File: config.mk
export PLATFORM = sky130hd
export DESIGN_NAME = bcd_countdown
export DESIGN_NICKNAME = d
export VERILOG_FILES = /design/src/rtl/bcd_countdown.sv
export SDC_FILE = /design/constraint.sdc
export NUM_CORES = 1
export LEC_CHECK = 0
export BUFFER_PORTS_ARGS = -buffer_cell sky130_fd_sc_hd__buf_2
export CORE_ASPECT_RATIO = 0.6
export CORE_UTILIZATION = 38
export DETAILED_ROUTE_END_ITERATION = 7
export PLACE_DENSITY_LB_ADDON = 0.1
export SYNTH_ARGS = -nofsm -noshare
export SYNTH_HDL_FRONTEND = slang
export SYNTH_SLANG_ARGS = --single-unit
File: constraint.sdc
create_clock -name clk -period 5.55 [get_ports clk]
set_input_delay 1.11 -clock clk [delete_from_list [all_inputs] [get_ports clk]]
set_output_delay 1.11 -clock clk [all_outputs]
set_load 0.02 [all_outputs]
File: src/rtl/bcd_countdown.sv
// Two-digit BCD down-counter with load, start, pause and a programmable
// prescaler; busy/bout/done are registered single-clock outputs.
module bcd_countdown #(
  parameter int unsigned PRESCALE = 1
) (
  input  logic       clk,
  input  logic       rst,
  input  logic       load,
  input  logic [3:0] din_tens,
  input  logic [3:0] din_ones,
  input  logic       start,
  input  logic       pause,
  output logic [3:0] tens,
  output logic [3:0] ones,
  output logic       bout,
  output logic       busy,
  output logic       done
);

  localparam logic [15:0] PreMax = 16'(PRESCALE - 1);

  typedef enum logic [1:0] {StIdle, StRun, StPause, StDone} state_e;

  state_e      state_q, state_d;
  logic [3:0]  tens_q, tens_d, ones_q, ones_d;
  logic [15:0] presc_q, presc_d;
  logic        bout_q, bout_d, busy_q, busy_d, done_q, done_d;

  function automatic logic [3:0] clamp9(input logic [3:0] d);
    return (d > 4'd9) ? 4'd9 : d;
  endfunction

  always_comb begin
    state_d = state_q;
    tens_d  = tens_q;
    ones_d  = ones_q;
    presc_d = presc_q;
    bout_d  = 1'b0;
    unique case (state_q)
      StIdle: begin
        if (load) begin
          tens_d = clamp9(din_tens);
          ones_d = clamp9(din_ones);
        end else if (start) begin
          presc_d = '0;
          state_d = (tens_q == 4'd0 && ones_q == 4'd0) ? StDone : StRun;
        end
      end
      StRun, StPause: begin
        if (pause) begin
          state_d = StPause;
        end else begin
          // Leaving PAUSE counts as a normal run cycle from the held prescaler.
          state_d = StRun;
          if (presc_q == PreMax) begin
            presc_d = '0;
            if (ones_q != 4'd0) begin
              ones_d = ones_q - 4'd1;
            end else if (tens_q != 4'd0) begin
              ones_d = 4'd9;
              tens_d = tens_q - 4'd1;
              bout_d = 1'b1;
            end
            if (tens_d == 4'd0 && ones_d == 4'd0) state_d = StDone;
          end else begin
            presc_d = presc_q + 16'd1;
          end
        end
      end
      StDone: state_d = StIdle;
      default: state_d = StIdle;
    endcase
    busy_d = (state_d == StRun) || (state_d == StPause);
    done_d = (state_d == StDone);
  end

  always_ff @(posedge clk) begin
    if (rst) begin
      state_q <= StIdle;
      tens_q  <= '0;
      ones_q  <= '0;
      presc_q <= '0;
      bout_q  <= 1'b0;
      busy_q  <= 1'b0;
      done_q  <= 1'b0;
    end else begin
      state_q <= state_d;
      tens_q  <= tens_d;
      ones_q  <= ones_d;
      presc_q <= presc_d;
      bout_q  <= bout_d;
      busy_q  <= busy_d;
      done_q  <= done_d;
    end
  end

  assign tens = tens_q;
  assign ones = ones_q;
  assign bout = bout_q;
  assign busy = busy_q;
  assign done = done_q;

endmodule

==> Word-level counts from Yosys, hierarchy flattened <==
Cells that the tools add are included.
{ "totals": {"word_cells": 74, "regBits": 29, "input_bits": 13, "out_inout_bits": 11} }
{ "op_classes": {"eq_ne": 11, "mux": 33, "order_cmp": 2, "n_addsub": 3, "bitwise_logic": 2, "n_reduce_logical": 16} }
{ "ops": {"columns": ["operator", "count"], "rows": [
  ["$mux 4", 18],
  ["$mux 16", 4],
  ["$pmux 16 s2", 1],
  ["$add 16x1->16 const B", 1],
  ["$logic_not 16->1", 1],
  ["$logic_not 4->1", 4],
  ["$pmux 4 s2", 2],
  ["$mux 2", 6],
  ["$ne 2x2->1 const B", 5],
  ["$eq 2x2->1 const B", 4],
  ["$gt 4x4->1 const B", 2],
  ["$reduce_and 4->1", 2],
  ["$reduce_bool 4->1", 2],
  ["$sub 4x1->4 const B", 2],
  ["$pmux 2 s3", 1],
  ["$reduce_or 5->1", 1],
  ["$eq 2x1->1 const B", 2],
  ["$logic_and 1x1->1", 2],
  ["$logic_not 2->1", 1],
  ["$not 1->1", 2],
  ["$reduce_bool 2->1", 1],
  ["$reduce_or 2->1", 1],
  ["$logic_or 1x1->1", 1],
  ["$mux 1", 1]
]} }

==> Logic depth before layout (Yosys ltp) <==
{ "logic_depth": {"depth_word": 14, "ltp_mapped": 9, "mapped_depth_nobuf": 8} }

==> Worst setup path before layout <==
OpenSTA, ideal clock, no wires.
{ "synth_timing": {"kind": "input -> register", "from": "input port load", "to": "register presc_q[10]", "required_ns": 5.488, "setup_time_ns": 0.062, "arrival_ns": 2.259, "path_buffers": 0, "path_slack_ns": 3.229, "cell_stages": 5, "path_cell_list": "nand2b_1 > a211oi_2 > nand4_1 > or4_1 > nand3_1"} }
{ "synth_between": {"elab_chain_len": 2} }
{ "synth_rtl": {"columns": ["item", "line", "text"], "rows": [
  ["start, declared", "8", "input logic load,"],
  ["$ne 2x2->1 (no source line)", null, null],
  ["$reduce_and 4->1 (no source line)", null, null],
  ["end signal, assigned", "90", "presc_q <= presc_d;"],
  ["end, declared", "26", "logic [15:0] presc_q, presc_d;"]
]} }
No other way between the ends.
A chain may end at the register's enable or synchronous reset.

==> Worst setup path in the final report <==
{ "layout_timing": {"from": "register state_q[0]", "to": "register presc_q[10]"} }
{ "layout_between": {"elab_chain_len": 4, "word_cells_on_any_way": 10, "classes_between": "eq/ne: 5; mux: 1; reduce/logical: 4"} }
{ "layout_rtl": {"columns": ["item", "line", "text"], "rows": [
  ["start, declared", "24", "state_e state_q, state_d;"],
  ["start signal, assigned", "79", "state_q <= StIdle;"],
  ["start signal, assigned", "87", "state_q <= state_d;"],
  ["$eq 2x1->1 / $eq 2x2->1 (equally long branches)", "39", "unique case (state_q)"],
  ["$reduce_or 2->1", "39", null],
  ["$ne 2x2->1 (no source line) / $reduce_bool 2->1 (equally long branches)", null, null],
  ["$reduce_and 4->1 (no source line)", null, null]
]} }
Several ways; a longest one is shown, not always the timed one.

==> reports/qor.txt <==
Synth area leaders: dfxtp_1 32%, nor2_1 6.3%, ha_1 4.1%
Peak Freq: 0.360 GHz
sw power: 0.492 mW
clock-pin slew of the registers on the worst-case setup and hold paths: 0.07 ns
CP Capture Type: register
synthesized netlist cell count: 237
WHS Path Cells: 2
final std cells w/o fill: 321
status: finished clean
starting density of the core: 0.399
# DRC: 0
n_diodes: 0
Yosys top cell by area: dfxtp_1
CTS resizes: 0
static leakage power: 0.818 nW
first-pass GRT wire length: 7890 um
Core Box Area: 4610 um2
Routed WL: 4700 um
CTS tree: done
Layout area overhead: 12.4%
final count of pins violating max slew: 0
Slew @ Worst Pin: 0.899 ns
Port-buffer cells: 23
vias per cell: 5.41
Die Y: 55.9 um
max incr delay on CP: 0.77 ns
Iter 0 DRT Violations: 101
CTS H-tree lvls: 2
Avg Cell Area, Syn: 7.77 um2
initial antenna violation count: 0
post-DP HPWL: 3560 um
Routability Congestion: 0.804
Primary FF master, synth: dfxtp_1
WL/cell: 14.7 um
min Tclk post-route: 2.78 ns
vias in the first global route: 1551
total grt overflow: 0
period utilization: 0.501
worst rel slew slack: 0.400
critical path startpoint category: register
Synth async-reset ratio: 0
Via Count: 1738
Final ANT Viol Nets: 0
IO Count: 24
Comb power frac: 0.542
Hold Path End: presc_q[15]
maximum clock insertion buffer count: 2
Pint: 0.537 mW
CP bufs+invs: 1
clock power share: 0.165
post-synthesis sequential area ratio: 0.315
CP Cell Sequence: inv_1, ha_1, nor2_1, a211oi_2, nand4_1, or4_1, nand3_1
worst path required time: 5.78 ns
max cap viols: 0
Hold Path Class: register to register
hold violation count in the final report: 0
RSZ-0062 raised after global routing: no
VDD IR max: 0.220 mV
root buffer selected by CTS: clkbuf_8
Post-CTS Setup Bufs: 0
Sw Share: 0.478
flop2flop setup slack: 2.77 ns
synthesized area: 1840 um2
critical path's top delay family: simple AND/OR/NAND/NOR gates
number of CTS-inserted buffers: 5
row count: 19
Reg-to-Reg Start: state_q[0]
number of enable flip-flop cells after synthesis: 0
Fillers: 474
kind of critical path: register to register
Overall Global Routing Usage: 0.200
Tot Pwr: 1.03 mW
Seq cells post-synth: 29
fraction of layout cells with a size suffix above 1: 0.155
dpl cells: 313
final setup fails: 0
Worst R2R End: presc_q[10]
crit path DAT: 3.01 ns
DRT Pass-1 Iters: 4
worst-case reg-to-reg path depth: 7
Die Wd: 91.9 um
Hold Buf Count CTS: 0
Post-layout nets: 276
setup_tns: 0 ns
clk sinks: 29
Slowest-stage cell, CP: a211oi_2
largest net degree at the start of global routing: 21
PwrDens: 497 nW/um2
synth unique cells: 54
Flop pwr share: 0.293
Post-Syn Nets: 256
Die Area: 5140 um2
crit-path max FO: 20
final clock skew: 0.00508 ns
worst skew pair latency: 0.28 ns
Ys Warns: 0
post-synth top area share: 0.315
min-delay src: presc_q[15]
[placed cells by master (no fill, tap or decap), types with 2 or more instances in the layout]
cell type | netlist | routed
and4_1 | 2 | 2
buf_2 | 3 | 23
ha_1 | 6 | 6
a21oi_1 | 10 | 10
clkbuf_8 | 0 | 5
or3_1 | 3 | 3
nand3b_1 | 2 | 2
o31ai_1 | 3 | 3
nand2b_1 | 5 | 5
nand2_1 | 10 | 10
xnor2_1 | 2 | 2
clkinv_2 | 0 | 2
and3_1 | 5 | 5
nor3_1 | 6 | 6
xor2_1 | 8 | 8
a31o_2 | 2 | 2
nand4_1 | 10 | 10
o32ai_1 | 2 | 2
mux2i_1 | 2 | 2
or4_1 | 3 | 3
nor3b_1 | 3 | 3
dfxtp_1 | 29 | 29
a31oi_1 | 2 | 2
a311oi_1 | 2 | 2
nor2b_1 | 4 | 4
o21ai_0 | 12 | 12
nand3_1 | 10 | 10
inv_1 | 17 | 17
nor2_1 | 31 | 31
a211oi_1 | 4 | 4
and2_1 | 5 | 5
nor4_1 | 6 | 6
[metrics by stage]
stage          area [um2]  worst slack (ns)  utilization  hold WS [ns]
4_1_cts              2070              2.75        0.449         0.510
3_3_place_gp         1980              2.54        0.430         0.496
6_report             2070              2.77        0.449         0.509
3_5_place_dp         1980              2.47        0.430         0.496
5_1_grt              2070              2.54        0.449         0.540
2_1_floorplan        1840              3.23            -         0.461
[cells in the mapped netlist (6+ instances only)]
cell type,n
nor3_1,6
nor2_1,31
nand2_1,10
dfxtp_1,29
o21ai_0,12
a21oi_1,10
xor2_1,8
ha_1,6
inv_1,17
nand3_1,10
nor4_1,6
nand4_1,10
[flip-flops by register name, summed over array words and instances (netlist names)]
signal,cells
busy,1
done,1
bout,1
tens,4
state_q,2
ones,4
presc_q,16
[per-layer routing]
| layer | share of wire | up-vias | global-route usage |
|---|---|---|---|
| met5 | 0 | - | 0 |
| met1 | 0.59 | 780 | 0.337 |
| met4 | 0.0089 | 0 | 0.0536 |
| met2 | 0.34 | 48 | 0.237 |
| li1 | - | 903 | - |
| met3 | 0.061 | 7 | 0.0492 |
[tightest hold or removal path: stages (launching register included)]
cell and delay (ns):
dfxtp_1 0.33, nand2_1 0.06, nand3_1 0.07
[power groups by stage]
stage	Clock (mW)	Sequential (mW)	Combinational [mW]
2_1_floorplan	0	0.323	0.404
3_3_place_gp	0	0.304	0.556
3_5_place_dp	0	0.304	0.550
4_1_cts	0.176	0.300	0.553
5_1_grt	0.189	0.308	0.613
6_report	0.170	0.301	0.557
[cells by family after synthesis]
logic type	synth area share
buf+inv	0.0632
simple gates	0.331
xor+xnor	0.0476
mux	0.0170
compound gates	0.185
fa+ha+maj	0.0408
flops	0.315
[layout make-up]
cell class	count	area (um2)	share of cell area
Multi-Input combinational cell	181	1140	0.553
Clock buffer	5	68.8	0.0333
Tap cell	63	78.8	0.0381
Sequential cell	29	581	0.281
Timing Repair Buffer	23	115	0.0556
Clock inverter	3	17.5	0.00846
Inverter	17	63.8	0.0308
[how the worst max path moves through the flow]
stage	startpoint	end	slack (ns)	cells after the start
2_1_floorplan	load	presc_q[10]	3.23	5
3_3_place_gp	load	presc_q[10]	2.54	6
3_5_place_dp	load	presc_q[10]	2.47	6
4_1_cts	state_q[0]	presc_q[10]	2.75	7
5_1_grt	state_q[0]	presc_q[10]	2.54	7
6_report	state_q[0]	presc_q[10]	2.77	7
No activity file was read; power rests on OpenSTA's default activity.
